===== config.mk =====
export PLATFORM = sky130hd
export DESIGN_NAME = fetch_controller
export DESIGN_NICKNAME = d
export VERILOG_FILES = /design/src/rtl/fetch_controller_pkg.sv /design/src/rtl/fetch_buffer.sv /design/src/rtl/fetch_controller.sv
export SDC_FILE = /design/constraint.sdc
export NUM_CORES = 1
export LEC_CHECK = 0
export CAP_MARGIN = 25
export CORE_UTILIZATION = 30
export CTS_BUF_LIST = sky130_fd_sc_hd__clkbuf_16
export DETAILED_ROUTE_END_ITERATION = 10
export GPL_ROUTABILITY_DRIVEN = 1
export SKIP_CTS_REPAIR_TIMING = 1
export SLEW_MARGIN = 20
export SYNTH_ARGS = -nofsm -noshare
export SYNTH_HDL_FRONTEND = slang
export SYNTH_SLANG_ARGS = --single-unit

===== constraint.sdc =====
create_clock -name clk -period 4.4 [get_ports clk]
set_clock_uncertainty 0.1 [all_clocks]
set_input_delay 0.44 -clock clk [delete_from_list [all_inputs] [get_ports clk]]
set_output_delay 0.44 -clock clk [all_outputs]
set_load 0.005 [all_outputs]

===== src/rtl/fetch_controller_pkg.sv =====
// Shared definitions for the fetch controller slice.
//   WordWidth     : instruction / address word width
//   PcStep        : PC increment per sequential fetch
//   fetch_state_e : fetch FSM state encoding
//   align_word()  : clears the byte-offset bits of an address
package fetch_controller_pkg;

    localparam int unsigned WordWidth = 32;
    localparam logic [WordWidth-1:0] PcStep = 32'd4;

    typedef enum logic [1:0] {
        StBoot     = 2'd0,
        StFetch    = 2'd1,
        StRedirect = 2'd2,
        StHalted   = 2'd3
    } fetch_state_e;

    function automatic logic [WordWidth-1:0] align_word(input logic [WordWidth-1:0] addr);
        return {addr[WordWidth-1:2], 2'b00};
    endfunction

endpackage


===== src/rtl/fetch_buffer.sv =====
// Synchronous FIFO holding fetched {pc, instr} pairs for decode.
//   clk, rst      : clock, synchronous active-low reset
//   push/push_data: enqueue one entry (accepted when not full, or full with a pop)
//   pop           : dequeue head (ignored when empty)
//   flush         : discard all entries; dominates push
//   head_data     : head entry, zero when empty
//   empty, count  : occupancy status
// Depth must be a power of two (2 or 4) so pointers wrap naturally.
module fetch_buffer #(
    parameter int unsigned Depth = 2,
    parameter int unsigned Width = 64,
    localparam int unsigned PtrW = $clog2(Depth),
    localparam int unsigned CntW = $clog2(Depth + 1)
) (
    input  logic             clk,
    input  logic             rst,
    input  logic             push,
    input  logic [Width-1:0] push_data,
    input  logic             pop,
    input  logic             flush,
    output logic [Width-1:0] head_data,
    output logic             empty,
    output logic [CntW-1:0]  count
);

    logic [Width-1:0] mem_q [Depth];
    logic [PtrW-1:0]  rd_ptr_q, rd_ptr_d;
    logic [PtrW-1:0]  wr_ptr_q, wr_ptr_d;
    logic [CntW-1:0]  count_q, count_d;
    logic             full;
    logic             do_push;
    logic             do_pop;

    assign empty   = (count_q == '0);
    assign full    = (count_q == CntW'(Depth));
    assign do_pop  = pop & ~empty;
    // A full buffer can still accept when the head leaves in the same cycle.
    assign do_push = push & (~full | do_pop);

    always_comb begin
        rd_ptr_d = rd_ptr_q;
        wr_ptr_d = wr_ptr_q;
        count_d  = count_q;
        if (flush) begin
            rd_ptr_d = '0;
            wr_ptr_d = '0;
            count_d  = '0;
        end else begin
            if (do_push) begin
                wr_ptr_d = wr_ptr_q + PtrW'(1);
            end
            if (do_pop) begin
                rd_ptr_d = rd_ptr_q + PtrW'(1);
            end
            unique case ({do_push, do_pop})
                2'b10:   count_d = count_q + CntW'(1);
                2'b01:   count_d = count_q - CntW'(1);
                default: count_d = count_q;
            endcase
        end
    end

    always_ff @(posedge clk) begin
        if (!rst) begin
            rd_ptr_q <= '0;
            wr_ptr_q <= '0;
            count_q  <= '0;
        end else begin
            rd_ptr_q <= rd_ptr_d;
            wr_ptr_q <= wr_ptr_d;
            count_q  <= count_d;
        end
    end

    // Storage needs no reset: head_data is masked while empty.
    always_ff @(posedge clk) begin
        if (do_push && !flush) begin
            mem_q[wr_ptr_q] <= push_data;
        end
    end

    assign head_data = empty ? '0 : mem_q[rd_ptr_q];
    assign count     = count_q;

endmodule


===== src/rtl/fetch_controller.sv =====
// Instruction fetch controller: owns the PC, fetches from an external
// combinational instruction memory and queues {pc, instr} for decode.
//   clk, rst                     : clock, synchronous active-low reset
//   imem_addr / imem_instr       : fetch address out, instruction back (same cycle)
//   jump_valid / jump_target     : unconditional redirect (higher priority)
//   branch_taken / branch_target : taken-branch redirect
//   halt_req                     : stop fetching after the current cycle
//   out_valid/out_ready/out_instr/out_pc : decode handshake on buffer head
//   misalign_err                 : sticky, a redirect target had low bits set
//   halted                       : high while fetch is halted
module fetch_controller
    import fetch_controller_pkg::*;
#(
    parameter logic [31:0] RESET_VECTOR = 32'h0000_0000,
    parameter int unsigned BUF_DEPTH    = 2
) (
    input  logic                 clk,
    input  logic                 rst,
    input  logic [WordWidth-1:0] imem_instr,
    output logic [WordWidth-1:0] imem_addr,
    input  logic                 jump_valid,
    input  logic [WordWidth-1:0] jump_target,
    input  logic                 branch_taken,
    input  logic [WordWidth-1:0] branch_target,
    input  logic                 halt_req,
    output logic                 out_valid,
    input  logic                 out_ready,
    output logic [WordWidth-1:0] out_instr,
    output logic [WordWidth-1:0] out_pc,
    output logic                 misalign_err,
    output logic                 halted
);

    localparam int unsigned EntryW = 2 * WordWidth;
    localparam int unsigned CntW   = $clog2(BUF_DEPTH + 1);

    fetch_state_e         state_q, state_d;
    logic [WordWidth-1:0] pc_q, pc_d;
    logic                 misalign_q, misalign_d;
    logic                 halted_q, halted_d;

    logic                 redirect;
    logic [WordWidth-1:0] redirect_target;
    logic                 pop;
    logic                 fetch;
    logic                 buf_full;
    logic                 buf_empty;
    logic [CntW-1:0]      buf_count;
    logic [EntryW-1:0]    buf_head;

    always_comb begin
        // Redirects are ignored during the boot cycle.
        redirect        = (state_q != StBoot) & (jump_valid | branch_taken);
        redirect_target = jump_valid ? jump_target : branch_target;
        buf_full        = (buf_count == CntW'(BUF_DEPTH));
        pop             = ~buf_empty & out_ready;
        fetch           = (state_q == StFetch) & ~redirect & (~buf_full | pop);

        state_d    = state_q;
        pc_d       = pc_q;
        misalign_d = misalign_q;

        if (redirect) begin
            // Redirect beats halt_req and restarts REDIRECT if already there.
            state_d    = StRedirect;
            pc_d       = align_word(redirect_target);
            misalign_d = misalign_q | (|redirect_target[1:0]);
        end else begin
            unique case (state_q)
                StBoot:     state_d = StFetch;
                StFetch: begin
                    if (fetch) begin
                        pc_d = pc_q + PcStep;
                    end
                    if (halt_req) begin
                        state_d = StHalted;
                    end
                end
                StRedirect: state_d = StFetch;
                StHalted:   state_d = StHalted;
                default:    state_d = StBoot;
            endcase
        end

        halted_d = (state_d == StHalted);
    end

    always_ff @(posedge clk) begin
        if (!rst) begin
            state_q    <= StBoot;
            pc_q       <= RESET_VECTOR;
            misalign_q <= 1'b0;
            halted_q   <= 1'b0;
        end else begin
            state_q    <= state_d;
            pc_q       <= pc_d;
            misalign_q <= misalign_d;
            halted_q   <= halted_d;
        end
    end

    fetch_buffer #(
        .Depth (BUF_DEPTH),
        .Width (EntryW)
    ) u_fetch_buffer (
        .clk       (clk),
        .rst       (rst),
        .push      (fetch),
        .push_data ({pc_q, imem_instr}),
        .pop       (pop),
        .flush     (redirect),
        .head_data (buf_head),
        .empty     (buf_empty),
        .count     (buf_count)
    );

    assign imem_addr    = pc_q;
    assign out_valid    = ~buf_empty;
    assign out_pc       = buf_head[EntryW-1:WordWidth];
    assign out_instr    = buf_head[WordWidth-1:0];
    assign misalign_err = misalign_q;
    assign halted       = halted_q;

endmodule


After elaboration in Yosys (flattened, before gate mapping)
Memories as Yosys holds them, arrays and structs flattened. A register that Yosys moved wholly into a read port is not among the register bits.
Index checks and enable logic that the tools add are counted.
{"block": "word_totals", "elab_cells": 61, "mem_count": 1, "mem_bits_rw": 128, "reg_bits": 40, "out_inout_bits": 99}
{"block": "classes", "bitwise_logic": 14, "n_addsub": 5, "n_mux": 13, "eq_ne": 7, "reduce_logical": 13}
{"name": "u_fetch_buffer.mem_q", "depth": 2, "width": 64, "read_ports": 1, "rd_clocked_by_memory_dff": 1, "write_ports": 1, "line": "fetch_buffer.sv:26", "rtl": "logic [Width-1:0] mem_q [Depth];"}
{"operator": "$mux 32", "n": 4}
{"operator": "$mux 64", "n": 1}
{"operator": "$add 32x3->32 const B", "n": 1}
{"operator": "$eq 2x2->1 const B", "n": 5}
{"operator": "$reduce_bool 2->1", "n": 4}
{"operator": "$and 1x1->1", "n": 6}
{"operator": "$pmux 2 s3", "n": 1}
{"operator": "$reduce_or 2->1", "n": 3}
{"operator": "$eq 2x1->1 const B", "n": 2}
{"operator": "$logic_not 2->1", "n": 2}
{"operator": "$mux 1", "n": 4}
{"operator": "$mux 2", "n": 2}
{"operator": "$not 1->1", "n": 4}
{"operator": "$or 1x1->1", "n": 4}
{"operator": "$pmux 2 s2", "n": 1}
{"operator": "$reduce_and 2->1", "n": 2}
{"operator": "$add 1x1->1 const B", "n": 2}
{"operator": "$add 2x1->2 const B", "n": 1}
{"operator": "$sub 2x1->2 const B", "n": 1}
{"operator": "$logic_and 1x1->1", "n": 1}
{"operator": "$logic_not 1->1", "n": 1}

Logic depth before layout (Yosys ltp)
Gate-level depths: netlist of run 1.
{"block": "depth", "ltp_word": 9, "mapped_depth": 8}

Modules after synthesis
Synthesis of run 1 repeated with hierarchy kept, for this count alone.
{"block": "hier_totals", "cells_unflattened": 612, "area_unflattened_um2": 7512.2}
{"mod": "fetch_buffer", "seq_area_each_um2": 3943.8, "instances": 1, "cells_per_inst": 301, "area_each_um2": 5108.6}
{"mod": "fetch_controller", "seq_area_each_um2": 680.7, "instances": 1, "cells_per_inst": 311, "area_each_um2": 2403.6}

Worst setup path before layout of run 1
No wires, ideal clock.
{"block": "synth_path", "path_kind": "input-to-reg", "start": "in branch_taken", "end": "mem u_fetch_buffer.mem_q[0][0] (enable)", "stages": 5, "arrival_time_ns": 3.733, "setup_time_ns": 0.482, "required_ns": 3.818, "setup_slack_ns": 0.084, "path_cell_list": "nor2_1 -> and3_1 -> clkbuf_1 -> inv_2 -> nor2_1"}
{"block": "synth_between", "elab_chain_len": 9, "elab_cells_between_ends": 10}
{"item": "start, declared", "line": "fetch_controller.sv:23", "rtl": "input logic branch_taken,"}
{"item": "$or 1x1->1 (*)", "line": "fetch_controller.sv:53", "rtl": "redirect = (state_q != StBoot) & (jump_valid | branch_taken);"}
{"item": "$and 1x1->1 (*)", "line": "fetch_controller.sv:53"}
{"item": "$not 1->1", "line": "fetch_controller.sv:57", "rtl": "fetch = (state_q == StFetch) & ~redirect & (~buf_full | pop);"}
{"item": "$and 1x1->1 (2 in series)", "line": "fetch_controller.sv:57"}
{"item": "$and 1x1->1", "line": "fetch_buffer.sv:38", "rtl": "assign do_push = push & (~full | do_pop);"}
{"item": "$logic_and 1x1->1 (*)", "line": "fetch_buffer.sv:77", "rtl": "if (do_push && !flush) begin"}
{"item": "$mux 1 (*)", "line": "fetch_buffer.sv:77"}
{"item": "$mux 1 (implied by the code) (*)", "line": "fetch_buffer.sv:78", "rtl": "mem_q[wr_ptr_q] <= push_data;"}
{"item": "end, declared", "line": "fetch_buffer.sv:26"}
Mark *: on every way between the ends. The rest lies on a longest branch, timed or not.

Final worst setup path of run 1
{"block": "layout_path", "start": "reg u_fetch_buffer.count_q[0], in the netlist u_fetch_buffer.count[0]", "end": "out out_pc[13]"}
{"block": "layout_between", "elab_chain_len": 2}
{"item": "start, declared", "line": "fetch_buffer.sv:29", "rtl": "logic [CntW-1:0] count_q, count_d;"}
{"item": "start signal, assigned", "line": "fetch_buffer.sv:71", "rtl": "count_q <= count_d;"}
{"item": "$logic_not 2->1", "line": "fetch_buffer.sv:34", "rtl": "assign empty = (count_q == '0);"}
{"item": "$mux 64", "line": "fetch_buffer.sv:82", "rtl": "assign head_data = empty ? '0 : mem_q[rd_ptr_q];"}
{"item": "end, declared", "line": "fetch_controller.sv:29", "rtl": "output logic [WordWidth-1:0] out_pc,"}
No other way between the ends.

==> report_table.html, run 1 <==
<table>
<tr><th>Metric</th><th>Value</th></tr>
<tr><th colspan="2">Synth</th></tr>
<tr><td>Proportion of register bits with asynchronous set or reset after synthesis</td><td>0%</td></tr>
<tr><td>Proportion of netlist area held by the largest area contributor</td><td>between 50 and 60%</td></tr>
<tr><td>Count of flip-flops with a built-in enable after synthesis</td><td>around 120</td></tr>
<tr><td>Top post-synthesis cells by area</td><td>sky130_fd_sc_hd__edfxtp_1 52%, sky130_fd_sc_hd__dfxtp_1 11%, sky130_fd_sc_hd__mux2i_1 9.3%</td></tr>
<tr><td>Netlist area before placement</td><td>~0.0071 mm^2</td></tr>
<tr><td>Warning count from the yosys run</td><td>0</td></tr>
<tr><td>Unique cell type count in the Yosys netlist</td><td>49</td></tr>
<tr><td>Syn_area_per_cell</td><td>12.57 um^2</td></tr>
<tr><td>Synthesis-stage register bit count</td><td>roughly 160</td></tr>
<tr><td>Cell type contributing the most total cell area after synthesis</td><td>sky130_fd_sc_hd__edfxtp_1</td></tr>
<tr><td>Sequential area share after synthesis</td><td>a little under two thirds</td></tr>
<tr><td>Dominant register cell in the synthesized netlist</td><td>sky130_fd_sc_hd__edfxtp_1</td></tr>
<tr><td>Cell count after synthesis</td><td>approximately 570</td></tr>
<tr><th colspan="2">Clock tree</th></tr>
<tr><td>Clock latency on the worst-skew pair</td><td>between 0.4 and 0.5 ns</td></tr>
<tr><td>Buffers from clock root to sink, at most</td><td>2</td></tr>
<tr><td>CTS tree</td><td>built</td></tr>
<tr><td>Level count of the clock H-tree</td><td>4</td></tr>
<tr><td>Number of buffers created by CTS</td><td>17</td></tr>
<tr><td>Clock transition at the registers of the reported paths</td><td>~0.060 ns</td></tr>
<tr><td>Root buffer cell</td><td>sky130_fd_sc_hd__clkbuf_16</td></tr>
<tr><td>CTS sink cnt</td><td>around 160</td></tr>
<tr><th colspan="2">Global route</th></tr>
<tr><td>Wire length of the first global-routing pass</td><td>between 20 and 30 mm</td></tr>
<tr><td>Overall overflow remaining after global route</td><td>0</td></tr>
<tr><td>Global router's overall resource usage</td><td>between 15 and 20%</td></tr>
<tr><td>Largest net degree at the start of global routing</td><td>63</td></tr>
<tr><td>Vias in the first global route</td><td>5091</td></tr>
<tr><td>Initial antenna violation count</td><td>0</td></tr>
<tr><th colspan="2">Route</th></tr>
<tr><td>Routed wire per std cell</td><td>between 15 and 20 um</td></tr>
<tr><td>DRT Wirelength</td><td>18.30 mm</td></tr>
<tr><td>Router iterations before antenna repair</td><td>5</td></tr>
<tr><td>Detail-routed via count per cell</td><td>between 4 and 5</td></tr>
<tr><td>Antenna Violating Nets Remaining</td><td>0</td></tr>
<tr><td>Number of design-rule violations left by the first detailed-router iteration</td><td>238</td></tr>
<tr><td>DRC violations left</td><td>0</td></tr>
<tr><td>Total number of vias</td><td>5105</td></tr>
<tr><th colspan="2">Worst setup path</th></tr>
<tr><td>Critical path capture point type</td><td>output port</td></tr>
<tr><td>Worst-path fanout max</td><td>36</td></tr>
<tr><td>Type of the worst setup path</td><td>reg2out</td></tr>
<tr><td>Reg-to-reg setup timing slack</td><td>roughly 1.7 ns</td></tr>
<tr><td>Crit path required time</td><td>around 3.9 ns</td></tr>
<tr><td>CP startpoint kind</td><td>register</td></tr>
<tr><td>Data arrival at the endpoint of the critical path</td><td>between 2 and 3 ns</td></tr>
<tr><th colspan="2">STA</th></tr>
<tr><td>Worst-margin pin slew</td><td>approximately 0.9 ns</td></tr>
<tr><td>Unrepaired setup endpoints after global routing</td><td>false</td></tr>
<tr><td>Time the worst path needs with I/O delays and setup</td><td>about 3 ns</td></tr>
<tr><td>Final Hold Slack</td><td>0.3911 ns</td></tr>
<tr><td>Sum of negative setup slack</td><td>0 ns</td></tr>
<tr><td>Total count of hold-check failures in the final report</td><td>0</td></tr>
<tr><td>Worst-case headroom to the max-slew limit</td><td>a little under 40%</td></tr>
<tr><td>Number of max-slew violations in the final report</td><td>0</td></tr>
<tr><td>Max frequency</td><td>about 0.33 GHz</td></tr>
<tr><td>Setup-violating endpoint count in the final report</td><td>0</td></tr>
<tr><td>Period utilization</td><td>69.31%</td></tr>
<tr><th colspan="2">Min path</th></tr>
<tr><td>Min-Delay Path Class</td><td>reg2reg</td></tr>
<tr><th colspan="2">Final layout</th></tr>
<tr><td>Most common cell after layout, fill and taps aside</td><td>sky130_fd_sc_hd__clkdlybuf4s50_1</td></tr>
<tr><td>Core Util, Final</td><td>a little over two fifths</td></tr>
<tr><td>Post-layout net count</td><td>858</td></tr>
<tr><td>Share of cells above drive strength 1</td><td>approximately 8.5%</td></tr>
<tr><td>N_diodes</td><td>0</td></tr>
<tr><td>Area growth syn-to-layout</td><td>41.14%</td></tr>
<tr><td>Non-Filler Instances</td><td>1079</td></tr>
<tr><td>Leading cell types in the layout, fill and taps excluded</td><td>195 x sky130_fd_sc_hd__clkdlybuf4s50_1, 124 x sky130_fd_sc_hd__edfxtp_1, 79 x sky130_fd_sc_hd__nor2_1</td></tr>
<tr><td>Filler cell count in the final layout</td><td>around 2.2k</td></tr>
<tr><th colspan="2">Placement</th></tr>
<tr><td>Port Buf Inserts</td><td>between 150 and 200</td></tr>
<tr><td>Routability cong.</td><td>~0.83</td></tr>
<tr><td>Total half-perimeter wirelength after legalization and detailed placement</td><td>12.64 mm</td></tr>
<tr><td>Cell count after placement</td><td>about 1.0k</td></tr>
<tr><th colspan="2">Run status</th></tr>
<tr><td>Status</td><td>complete, no violations</td></tr>
<tr><th colspan="2">Power</th></tr>
<tr><td>Power density cells</td><td>roughly 380 mW/mm^2</td></tr>
<tr><td>Leakage dissipation</td><td>around 3.2 nW</td></tr>
<tr><td>Peak ir drop on the vdd network</td><td>between 0.00015 and 0.0002 V</td></tr>
<tr><th colspan="2">Floorplan</th></tr>
<tr><td>Standard-cell row count</td><td>between 50 and 60</td></tr>
<tr><td>Die W</td><td>around 160 um</td></tr>
<tr><td>Initial Utilization</td><td>30.99%</td></tr>
<tr><td>Die Area</td><td>0.02429 mm^2</td></tr>
<tr><td>I/O pin cnt</td><td>around 200</td></tr>
<tr><td>Die span in y</td><td>155.9 um</td></tr>
<tr><td>Placeable core area</td><td>~0.023 mm^2</td></tr>
<tr><th colspan="2">Flow run</th></tr>
<tr><td>Number of maximum-capacitance violations</td><td>0</td></tr>
</table>
[sequential cells by signal, indices dropped and copies added (netlist names), named ones only]
register                 cells
u_fetch_buffer.mem_q       124
imem_addr                   30
misalign_err                 1
state_q                      2
halted                       1
u_fetch_buffer.count         2
u_fetch_buffer.rd_ptr_q      1
u_fetch_buffer.wr_ptr_q      1
[final cells by class]
class	instances	area (um^2)	share of cell area (%)
sequential	163	4508	44.98
multi-input combinational	363	2457	24.52
timing repair buffer	202	2014	20.10
clock buffer	17	425.4	4.244
tap	313	391.6	3.907
clock inverter	14	200.2	1.997
inverter	7	26.28	0.2621
[cell usage after synthesis (all sizes together), types with 2 or more instances]
| library cell | count |
|---|---|
| edfxtp | 124 |
| nor2 | 81 |
| mux2i | 66 |
| dfxtp | 39 |
| o21ai | 29 |
| a21oi | 24 |
| clkbuf | 23 |
| xnor2 | 21 |
| nand2 | 19 |
| mux2 | 17 |
| nor3 | 17 |
| nand3 | 13 |
| buf | 12 |
| a211oi | 9 |
| nor4 | 8 |
| a311oi | 7 |
| nand4 | 7 |
| inv | 6 |
| nor2b | 6 |
| o22ai | 5 |
| and2 | 4 |
| and4 | 4 |
| or3 | 3 |
| or4 | 3 |
| ha | 2 |
| nand2b | 2 |
| xor2 | 2 |
[power by group]
group | leakage, nW | internal [mW] | switching, mW
clock | 0.318 | 0.994 | 0.561
combinational | 1.40 | 0.249 | 0.179
sequential | 1.45 | 1.73 | 0.0979
total | 3.17 | 2.97 | 0.838
[final timing paths]
kind / to / startpoint / depth (start not counted)
worst max-delay path: out_pc[13] / u_fetch_buffer.count[0]$_SDFFE_PP0P_ / 4
worst min-delay path: misalign_err$_SDFFE_PN0P_ / misalign_err$_SDFFE_PN0P_ / 2
worst max register to register: u_fetch_buffer.mem_q[0][48]$_DFFE_PP_ / state_q[0]$_SDFF_PN0_ / 5
worst min register to register: misalign_err$_SDFFE_PN0P_ / misalign_err$_SDFFE_PN0P_ / 2
[cell families after synthesis]
kind of cell	Yosys count	share of synthesized area (%)
fa+ha+maj	2	0.3523
mux	83	12.00
xor+xnor	23	2.837
simple gates	170	11.87
compound gates	81	6.889
other cells	1	0.05280
flops	163	63.42
buf+inv	42	2.572
[through the flow]
| step | worst slack (ns) | total power, mW | instance area (um^2) |
|---|---|---|---|
| after floorplan | 0.08446 | 2.005 | 7113 |
| after global placement | 1.361 | 2.286 | 9398 |
| after detailed placement | 1.334 | 2.291 | 9398 |
| after CTS | 1.279 | 3.862 | 10020 |
| after global routing | 1.099 | 3.969 | 10020 |
| final | 1.350 | 3.811 | 10020 |
[layer usage]
layer | GRT usage [%] | up-vias | part of all wire [%]
met5 | 0 | - | 0
met4 | 3.735 | 0 | 0.70
met3 | 4.972 | 10 | 6.5
met2 | 24.96 | 194 | 47
met1 | 20.55 | 2435 | 46
li1 | - | 2466 | -
[critical path, cell delays in order (launching register included)]
cell,delay [ns]
sky130_fd_sc_hd__dfxtp_1,0.38
sky130_fd_sc_hd__nor2_4,0.68
sky130_fd_sc_hd__buf_4,0.43
sky130_fd_sc_hd__nor2_1,0.09
sky130_fd_sc_hd__clkdlybuf4s50_1,0.49
Note: power is estimated with default switching activity, not from simulation.
==> run 2, diff against run 1 <==
==> constraint.sdc (replaced) <==
create_clock -name clk -period 3.2 [get_ports clk]
set_clock_uncertainty 0.1 [all_clocks]
set_input_delay 0.32 -clock clk [delete_from_list [all_inputs] [get_ports clk]]
set_output_delay 0.32 -clock clk [all_outputs]
set_load 0.005 [all_outputs]
==> run 2 against run 1 <==
Clock power rose by 26%. Cell area rose by 0.21%. Utilization rose by 0.093 points. First-iteration DRC count rose by 29%. Sequential power rose by 37%. Combinational power rose by 39%. Sequential cell count did not move. Non-clock buffer count rose by 5. Via count barely moved. Highest routed layer unchanged.
==> report_table.html, run 2 (synthesis results as in run 1) <==
<table>
<tr><th>Metric</th><th>Value</th></tr>
<tr><th colspan="2">Final layout</th></tr>
<tr><td>Max FFs per register</td><td>124 (unchanged)</td></tr>
<tr><td>Area growth syn-to-layout</td><td>41.44%</td></tr>
<tr><td>Footprint of the multi-input gates</td><td>0.002457 mm^2 (unchanged)</td></tr>
<tr><td>N_diodes</td><td>0 (unchanged)</td></tr>
<tr><td>Most common cell after layout, fill and taps aside</td><td>sky130_fd_sc_hd__clkdlybuf4s50_1</td></tr>
<tr><td>Sequential cell area</td><td>0.004508 mm^2 (unchanged)</td></tr>
<tr><td>Post-layout net count</td><td>863 (+0.58%)</td></tr>
<tr><td>Filler cell count in the final layout</td><td>2166 (-0.046%)</td></tr>
<tr><td>Register with the most flip-flops</td><td>u_fetch_buffer.mem_q</td></tr>
<tr><td>Leading cell types in the layout, fill and taps excluded</td><td>195 x sky130_fd_sc_hd__clkdlybuf4s50_1, 124 x sky130_fd_sc_hd__edfxtp_1, 79 x sky130_fd_sc_hd__nor2_1</td></tr>
<tr><td>Share of cells above drive strength 1</td><td>9.197% (+0.71 points)</td></tr>
<tr><th colspan="2">Worst setup path</th></tr>
<tr><td>Critical register-to-register path endpoint</td><td>imem_addr[18]$_SDFFE_PN0P_</td></tr>
<tr><td>Reg-to-reg setup timing slack</td><td>0.71 ns (-1.03 ns)</td></tr>
<tr><td>Type of the worst setup path</td><td>reg2out</td></tr>
<tr><td>Data arrival at the endpoint of the critical path</td><td>2.23 ns (-0.28 ns)</td></tr>
<tr><td>Worst path max stage delay</td><td>0.64 ns (-0.04 ns)</td></tr>
<tr><td>Delay-heaviest family, CP</td><td>buffers and inverters</td></tr>
<tr><td>CP startpoint kind</td><td>register</td></tr>
<tr><td>Standard cell with the maximum stage delay on the critical path</td><td>sky130_fd_sc_hd__dfxtp_4</td></tr>
<tr><td>Buffers and inverters on the worst path</td><td>2 (unchanged)</td></tr>
<tr><td>Launching point of the worst reg2reg path</td><td>imem_addr[2]$_SDFFE_PN0P_</td></tr>
<tr><td>Critical path capture point type</td><td>output port</td></tr>
<tr><td>Crit path required time</td><td>2.78 ns (-1.08 ns)</td></tr>
<tr><td>Worst-case reg-to-reg path depth</td><td>5 (unchanged)</td></tr>
<tr><td>Worst-path fanout max</td><td>23 (-36%)</td></tr>
<tr><td>Cell-by-cell trace of the critical path</td><td>buf_4 &gt; mux2i_1 &gt; nor2_1 &gt; clkdlybuf4s50_1</td></tr>
<tr><th colspan="2">Global route</th></tr>
<tr><td>Wire length of the first global-routing pass</td><td>28.66 mm (unchanged)</td></tr>
<tr><td>Overall overflow remaining after global route</td><td>0 (unchanged)</td></tr>
<tr><td>Initial antenna violation count</td><td>0 (unchanged)</td></tr>
<tr><td>Largest net degree at the start of global routing</td><td>63 (unchanged)</td></tr>
<tr><td>Global router's overall resource usage</td><td>15.66% (+0.022 points)</td></tr>
<tr><td>Vias in the first global route</td><td>4994 (-1.9%)</td></tr>
<tr><th colspan="2">Clock tree</th></tr>
<tr><td>Number of buffers created by CTS</td><td>17 (unchanged)</td></tr>
<tr><td>CTS sink cnt</td><td>163 (unchanged)</td></tr>
<tr><td>Clock latency on the worst-skew pair</td><td>0.42 ns (about the same)</td></tr>
<tr><td>Buffers from clock root to sink, at most</td><td>2 (unchanged)</td></tr>
<tr><td>CTS tree</td><td>built</td></tr>
<tr><td>Level count of the clock H-tree</td><td>4 (unchanged)</td></tr>
<tr><td>Clock transition at the registers of the reported paths</td><td>0.06 ns (about the same)</td></tr>
<tr><td>Root buffer cell</td><td>sky130_fd_sc_hd__clkbuf_16</td></tr>
<tr><th colspan="2">Floorplan</th></tr>
<tr><td>Initial Utilization</td><td>30.99% (unchanged)</td></tr>
<tr><td>Standard-cell row count</td><td>55 (unchanged)</td></tr>
<tr><td>Placeable core area</td><td>0.02292 mm^2 (unchanged)</td></tr>
<tr><td>Die W</td><td>155.9 um (unchanged)</td></tr>
<tr><td>Die span in y</td><td>155.9 um (unchanged)</td></tr>
<tr><td>I/O pin cnt</td><td>201 (unchanged)</td></tr>
<tr><td>Die Area</td><td>0.02429 mm^2 (unchanged)</td></tr>
<tr><th colspan="2">Route</th></tr>
<tr><td>Number of design-rule violations left by the first detailed-router iteration</td><td>307 (+29%)</td></tr>
<tr><td>Total number of vias</td><td>5103 (-0.039%)</td></tr>
<tr><td>Antenna Violating Nets Remaining</td><td>0 (unchanged)</td></tr>
<tr><td>Router iterations before antenna repair</td><td>4 (-1)</td></tr>
<tr><td>DRC violations left</td><td>0 (unchanged)</td></tr>
<tr><td>DRT Wirelength</td><td>18.36 mm (+0.32%)</td></tr>
<tr><td>Routed wire per std cell</td><td>16.92 um (-0.24%)</td></tr>
<tr><td>Detail-routed via count per cell</td><td>4.703 (-0.59%)</td></tr>
<tr><th colspan="2">STA</th></tr>
<tr><td>Setup-violating endpoint count in the final report</td><td>0 (unchanged)</td></tr>
<tr><td>Time the worst path needs with I/O delays and setup</td><td>2.655 ns</td></tr>
<tr><td>Unrepaired setup endpoints after global routing</td><td>false</td></tr>
<tr><td>Sum of negative setup slack</td><td>0 ns (unchanged)</td></tr>
<tr><td>Total count of hold-check failures in the final report</td><td>0 (unchanged)</td></tr>
<tr><td>Number of max-slew violations in the final report</td><td>0 (unchanged)</td></tr>
<tr><td>Worst-margin pin slew</td><td>0.6083 ns (-0.3093 ns)</td></tr>
<tr><td>Worst-case headroom to the max-slew limit</td><td>59.35% (+21 points)</td></tr>
<tr><td>Max frequency</td><td>approximately 0.38 GHz</td></tr>
<tr><td>Period utilization</td><td>slightly above 80%</td></tr>
<tr><th colspan="2">Min path</th></tr>
<tr><td>Min-Delay Path Class</td><td>in2reg</td></tr>
<tr><td>Launch point of the worst hold path</td><td>jump_valid</td></tr>
<tr><td>Cell depth of the worst min-delay path</td><td>3 (+1)</td></tr>
<tr><td>Hold path endpoint</td><td>imem_addr[12]$_SDFFE_PN0P_</td></tr>
<tr><th colspan="2">Placement</th></tr>
<tr><td>Total half-perimeter wirelength after legalization and detailed placement</td><td>12.89 mm (+2.0%)</td></tr>
<tr><td>Routability cong.</td><td>0.8824 (+6.8%)</td></tr>
<tr><td>Port Buf Inserts</td><td>196 (unchanged)</td></tr>
<tr><th colspan="2">Power</th></tr>
<tr><td>Peak ir drop on the vdd network</td><td>0.0002331 V (+22%)</td></tr>
<tr><td>Pwr Total</td><td>5.065 mW (+33%)</td></tr>
<tr><td>Leakage dissipation</td><td>3.167 nW (-0.13%)</td></tr>
<tr><td>Power density cells</td><td>504.3 mW/mm^2 (+33%)</td></tr>
<tr><th colspan="2">Flow run</th></tr>
<tr><td>Number of maximum-capacitance violations</td><td>0 (unchanged)</td></tr>
<tr><th colspan="2">Run status</th></tr>
<tr><td>Status</td><td>complete, no violations</td></tr>
</table>
run 2: cell count changes in the layout (fill, tap and decap cells not counted):
| cell | change |
|---|---|
| sky130_fd_sc_hd__clkinvlp_4 | +2 |
| sky130_fd_sc_hd__bufinv_16 | -3 |
| sky130_fd_sc_hd__buf_4 | +2 |
| sky130_fd_sc_hd__inv_1 | -2 |
| sky130_fd_sc_hd__clkinv_1 | +2 |
| sky130_fd_sc_hd__buf_12 | +3 |
| sky130_fd_sc_hd__clkinv_4 | +3 |
| sky130_fd_sc_hd__clkinv_2 | -1 |
run 2: worst max-delay path by stage:
| stage | startpoint | end | slack [ns] | cells past startpoint |
|---|---|---|---|---|
| 2_1_floorplan | state_q[0]$_SDFF_PN0_ | u_fetch_buffer.mem_q[1][0]$_DFFE_PP_ | 0.13 | 4 |
| 3_3_place_gp | out_ready | u_fetch_buffer.count[1]$_SDFFE_PP0P_ | 0.50 | 7 |
| 3_5_place_dp | branch_taken | u_fetch_buffer.mem_q[1][34]$_DFFE_PP_ | 0.44 | 5 |
| 4_1_cts | register | out_instr[8] | 0.48 | 4 |
| 5_1_grt | register | out_instr[8] | 0.41 | 4 |
| 6_report | register | out_instr[11] | 0.55 | 4 |
run 2: tightest hold or removal path, cell delays in order:
cell and delay, ns:
sky130_fd_sc_hd__buf_2 0.11, sky130_fd_sc_hd__nor2_1 0.08, sky130_fd_sc_hd__a311oi_1 0.24
run 2: power breakdown:
part           internal [mW]  total (mW)  leakage (nW)  switching (mW)
registers               2.38        2.51          1.45           0.131
logic                  0.350       0.597          1.44           0.247
clock network           1.14        1.96         0.276           0.821
run 2: area by class of cell:
cell class              instances  area share [%]
repair buffers                207           20.80
multi-input cells             363           24.46
clock inverters                15           1.457
well taps                     313           3.899
inverters                       7          0.2616
clock buffers                  17           4.235
flip-flops and latches        163           44.88
run 2: stage by stage:
step           std cells  utilization [%]  setup WS, ns  hold WS, ns  cell area [um^2]
3_5_place_dp        1053            41.34        0.4439       0.3586              9473
5_1_grt             1085            43.83        0.4098       0.3155             10040
3_3_place_gp        1053            41.34        0.5004       0.3505              9473
2_1_floorplan        568                -        0.1279       0.3189              7121
6_report            1085            43.83        0.5453       0.2851             10040
4_1_cts             1085            43.83        0.4833       0.2827             10040
run 2: routing by layer:
metal	GRT usage, %	part of all wire, %	up-vias	wire [um]
li1	-	-	2481	-
met1	20.53	45	2408	8274
met2	24.45	45	192	8292
met3	4.583	7.8	22	1439
met4	5.742	1.9	0	353
met5	0	0	-	0
